--- config.mk ---
export PLATFORM = sky130hd
export DESIGN_NAME = tnn_feature_frontend
export DESIGN_NICKNAME = d
export VERILOG_FILES = /design/src/rtl/tnn_feature_frontend.sv
export SDC_FILE = /design/constraint.sdc
export NUM_CORES = 1
export LEC_CHECK = 0
export CAP_MARGIN = 5
export CORE_ASPECT_RATIO = 0.5
export CORE_UTILIZATION = 40
export DETAILED_ROUTE_END_ITERATION = 10
export DONT_BUFFER_PORTS = 1
export GPL_TIMING_DRIVEN = 0
export PLACE_DENSITY = 0.66
export SYNTH_ARGS = -nofsm -noshare
export SYNTH_HDL_FRONTEND = slang
export SYNTH_SLANG_ARGS = --single-unit
--- constraint.sdc ---
create_clock -name clk -period 3.4 [get_ports clk]
set_input_delay 0.34 -clock clk [delete_from_list [all_inputs] [get_ports clk]]
set_output_delay 0.34 -clock clk [all_outputs]
set_load 0.1 [all_outputs]
--- src/rtl/tnn_feature_frontend.sv ---
// Streaming frontend for the 2-bit-input CGP classifier cores: quantizes raw
// feature beats against per-feature thresholds and returns the classifier bit.
module tnn_feature_frontend #(
  parameter int RAW_W  = 8,
  parameter int N_FEAT = 8
) (
  input  logic                      clk,
  input  logic                      rst_n,
  input  logic [N_FEAT*3*RAW_W-1:0] cfg_thr,
  input  logic                      s_valid,
  output logic                      s_ready,
  input  logic [RAW_W-1:0]          s_data,
  input  logic                      s_last,
  output logic [2*N_FEAT-1:0]       cls_vec,
  input  logic                      cls_out,
  output logic                      m_valid,
  input  logic                      m_ready,
  output logic                      m_class,
  output logic                      m_err
);

  localparam int IDX_W = (N_FEAT > 1) ? $clog2(N_FEAT) : 1;

  typedef enum logic [1:0] {COLLECT, EVAL, HOLD} state_t;

  state_t               state;
  logic [IDX_W-1:0]     idx;
  int unsigned          thr_base;
  logic [RAW_W-1:0]     t0, t1, t2;
  logic [1:0]           q;
  logic                 beat;
  logic                 at_end;
  logic [2*N_FEAT-1:0]  vec_next;

  always_comb begin
    thr_base = 32'(idx) * 32'(3 * RAW_W);
    t0 = cfg_thr[thr_base +: RAW_W];
    t1 = cfg_thr[thr_base + 32'(RAW_W) +: RAW_W];
    t2 = cfg_thr[thr_base + 32'(2 * RAW_W) +: RAW_W];
    if (s_data >= t2)      q = 2'd3;
    else if (s_data >= t1) q = 2'd2;
    else if (s_data >= t0) q = 2'd1;
    else                   q = 2'd0;
  end

  assign beat   = s_valid && s_ready && (state == COLLECT);
  assign at_end = (idx == IDX_W'(N_FEAT - 1));

  // A short frame zeroes every slot above the final beat in the same update.
  always_comb begin
    vec_next = cls_vec;
    for (int unsigned k = 0; k < N_FEAT; k++) begin
      if (k == 32'(idx))
        vec_next[2*k +: 2] = q;
      else if (k > 32'(idx) && s_last)
        vec_next[2*k +: 2] = 2'b00;
    end
  end

  always_ff @(posedge clk or negedge rst_n) begin
    if (!rst_n) begin
      state   <= COLLECT;
      idx     <= '0;
      cls_vec <= '0;
      s_ready <= 1'b1;
      m_valid <= 1'b0;
      m_class <= 1'b0;
      m_err   <= 1'b0;
    end else begin
      case (state)
        COLLECT: begin
          if (beat) begin
            cls_vec <= vec_next;
            if (at_end || s_last) begin
              // idx is held here and only cleared on the result handshake
              state   <= EVAL;
              s_ready <= 1'b0;
              m_err   <= at_end ? ~s_last : 1'b1;
            end else begin
              idx <= idx + IDX_W'(1);
            end
          end
        end
        EVAL: begin
          m_class <= cls_out;
          m_valid <= 1'b1;
          state   <= HOLD;
        end
        HOLD: begin
          if (m_ready) begin
            m_valid <= 1'b0;
            idx     <= '0;
            cls_vec <= '0;
            s_ready <= 1'b1;
            state   <= COLLECT;
          end
        end
        default: begin
          state   <= COLLECT;
          s_ready <= 1'b1;
        end
      endcase
    end
  end

endmodule

==> out/metrics.sh <==
WORSTPATHCELLLIST='buf_6 -> inv_2 -> buf_2 -> buf_6 -> a221oi_1 -> a21oi_1 -> a221oi_1 -> ha_1 -> nor2_1 -> nor3_1 -> a21oi_2 -> buf_4 -> a21oi_2 -> a32o_1'
MULTI_INPUT_AREA_UM2=2430
FINAL_CELL_AREA_UM2=3540
POST-DP-HPWL_UM=10000
SYNTH.DISTINCT_CELLS=57
WORST_CASE_CLOCK_BUFFER_DEPTH=2
SYNTHCELLS=379
UNREPAIRED_SETUP_ENDPOINTS_AFTER_GLOBAL_ROUTING='false'
NUMPLACEDINSTANCES=487
SLEW_HEADROOM_PCT=38.2
HTREE_LEVELS=1
ANTENNA_FOUND_INITIAL=0
DRIVE_GT1_SHARE_PCT=17.1
WORST_SETUP_PATH_END_KIND='flip-flop'
SETUP_CP_TYPE='reg -> reg'
DRC=0
CRIT_PATH_MAX_INCR_DELAY_NS=0.42
GR-TOTAL-OVERFLOW=0
SYN_AVG_CELL_AREA_UM2=8.60
GR-USAGE-ALL-LAYERS_PCT=27.5
SYN_NETS=613
NUM_VIAS=3290
NUMPORTBUFFERS=0
WORST_CLOCK_SKEW_NS=0.00250
ANTENNA_LEFT=0
YOSYSSEQAREASHARE_PCT=19.2
PLACED_AREA_UM2=3400
FLOORPLAN.DIE.WIDTH_UM=130
NUMCLOCKSINKS=25
HOLD_CLASS='in -> reg'
DRT_FIRST_ITER_VIOLATIONS=330
VIASPERCELL=6.66
POWER.STATIC_LEAKAGE_nW=1.72
CORE_AREA_UM2=7600
CRITPATHARRIVALTIME_NS=3.42
TRITONCTS='done'
REGISTER_AREA_UM2=627
WORSTPATHREQUIRED_NS=3.59
GRT_PASS1_WL_UM=17500
DETAILEDROUTE.FIRSTPASSITERATIONCOUNT=5
INITIAL_CORE_UTILIZATION_PCT=42.9
CLOCK-ROOT-BUFFER='clkbuf_16'
FINAL_STAGE_NET_COUNT=621
POST_SYNTHESIS_ASYNC_SET_OR_RESET_FLOP_SHARE_PCT=100
DIE_HEIGHT_UM=65.8
POST_SYNTH_EDFFS=0
FINAL_NON_FILLER_CELL_TOTAL=494
FIRST_GLOBAL_VIAS=3144
TNS_NS=0
DIE_AREA_UM2=8540
CP_MAX_FO=10
PLACEMENTROWS=22
IR_WORST_VDD_mV=0.319
CTS.CLK_SLEW.WORST_PATHS_NS=0.06
CTS_MADE_BUFFERS=3
PERIOD_MINUS_SLACK_NS=3.23
CRITICAL_PATH.STARTPOINT_TYPE='flip-flop'
SETUP_VIOL=0
LAYOUT.FILLER_CELLS=782
LARGEST_NET_DEGREE_AT_THE_START_OF_GLOBAL_ROUTING=26
DRV.MAX_CAP_VIOLATION_COUNT=0
YS_FF_LATCH=25
DRT_WL_CELL_UM=24.8
FINALWEIGHTEDCONGESTION=0.986
P_TOTAL_mW=1.70
TIMING.FINAL.MAX_SLEW_VIOLATIONS=0
CLOCK_LATENCY_OF_THE_LATER_CLOCKED_REGISTER_IN_THE_WORST_SKEW_PAIR_NS=0.26
POWER_DENSITY_nW_PER_UM2=481
POST-ROUTE-PERIOD-UTIL_PCT=94.9
DRT-TOTAL-WL_UM=12200
N_ANTENNA_CELL=0
SYN_TO_FINAL_GROWTH_PCT=8.48
NUM_IO_PINS=226
NETLIST_AREA_UM2=3260
YOSYS_WARNINGS=0
SLOWEST_LIBRARY_CELL_ON_THE_WORST_PATH='dfrtp_1'
MAX_SLEW.WORST_PIN.SLEW_NS=0.927
CLOCK.FMAX_GHz=0.310
FINALHOLDVIOLATIONS=0
OUTCOME='finished, final reports clean'
POST_SYNTH_TOP_FLOP='dfrtp_1'
==> per-stage QoR <==
step	setup slack (ns)	hold slack [ns]	util (%)
detailed placement	0.0353	0.0452	44.7
global placement	0.0768	0.0453	44.7
finish	0.175	0.171	46.6
CTS	0.0246	0.170	46.1
global route	0.00693	0.162	46.6
floorplan	0.558	0.0444	-
==> worst max-delay path, delay by kind of cell, from the launching register on <==
family	cells	cell delay, ns
AOI/OAI and AO/OA	6	1.41
buffers and inverters	5	0.79
DFF	1	0.42
and+or+nand+nor	2	0.28
adders and majority gates	1	0.26
==> flip-flops by register name, summed over array words and instances (netlist names) <==
name	cells
m_valid	1
s_ready	1
idx	3
m_err	1
cls_vec	16
state	2
m_class	1
==> routing by layer <==
layer | track usage, % | vias to the layer above | part of all wire [%]
met4 | 3.63 | 0 | 1.3
li1 | - | 1501 | -
met5 | 0 | - | 0
met2 | 44.8 | 153 | 46
met1 | 39.2 | 1620 | 46
met3 | 4.21 | 16 | 7.0
==> cells in the mapped netlist, types with 5 or more instances <==
cell      count  area, um^2
a22o_1       14         123
o22ai_1       9        56.3
ha_1         28         350
buf_2        12        60.1
a221o_1       7        70.1
a31oi_1       5        31.3
mux2_2       14         158
a221oi_1     18         158
o21ai_0      19        95.1
a21oi_1      50         250
nand2_1      21        78.8
buf_6         9         101
nor2_1       34         128
a22oi_1       6        45.0
mux2i_1      34         340
dfrtp_1      24         601
inv_1         8        30.0
a221oi_2      5        75.1
==> worst paths after layout <==
kind	start	end	slack [ns]	depth (start not counted)
setup / recovery	idx[1]	cls_vec[13]	0.17	14
hold / removal	m_ready	state[1]	0.17	1
setup reg to reg	idx[1]	cls_vec[13]	0.17	14
hold reg to reg	state[0]	s_ready	0.64	2
max in group asynchronous	rst_n	s_ready	2.67	2
min in group asynchronous	rst_n	cls_vec[11]	0.50	2
==> cell usage in the layout (no fill, tap or decap), types with 2 or more instances in the layout <==
cell type,instances
a211o_1,2
a21o_1,4
a21oi_1,50
a21oi_2,2
a221o_1,7
a221oi_1,17
a221oi_2,6
a22o_1,14
a22oi_1,6
a31o_2,2
a31oi_1,5
buf_2,10
buf_4,2
buf_6,9
clkbuf_1,4
clkbuf_16,3
clkbuf_4,2
dfrtp_1,24
ha_1,28
inv_1,8
mux2_2,14
mux2_4,2
mux2i_1,34
nand2_1,21
nand2b_1,3
nand3b_1,2
nor2_1,32
nor2_2,2
nor2b_1,4
nor3_1,3
o21ai_0,19
o22ai_1,9
o2bb2ai_1,2
o31ai_1,3
or3_1,2
==> repair_timing <==
action,in CTS,in global routing
buffers inserted,0,1
setup endpoints to repair,0,14
gates resized for setup,0,8
hold endpoints to repair,25,0
hold buffers,2,0
==> area by class of cell <==
class	count	share of cell area, %
multi-input cells	319	68.8
flip-flops and latches	25	17.7
plain buffers	26	5.34
well taps	108	3.82
clock buffers	3	2.12
repair buffers	3	1.06
inverters	9	0.955
clock inverters	1	0.141
==> cell families (layout without fill, tap and decap cells) <==
kind of cell	Yosys count	count (layout)	share of synthesized area, %
fa+ha+maj	28	28	10.7
compound gates	162	162	35.6
simple gates	78	78	11.2
flops	25	25	19.2
buf+inv	35	42	6.68
mux	51	51	16.5
==> report_power, final <==
group / total (mW) / leakage (nW) / switching (mW) / internal, mW
Combinational: 0.898 / 1.35 / 0.524 / 0.374
Clock: 0.258 / 0.0409 / 0.0997 / 0.158
Sequential: 0.544 / 0.330 / 0.220 / 0.324
Total: 1.70 / 1.72 / 0.844 / 0.856
Power figures use the tool's default switching activity.
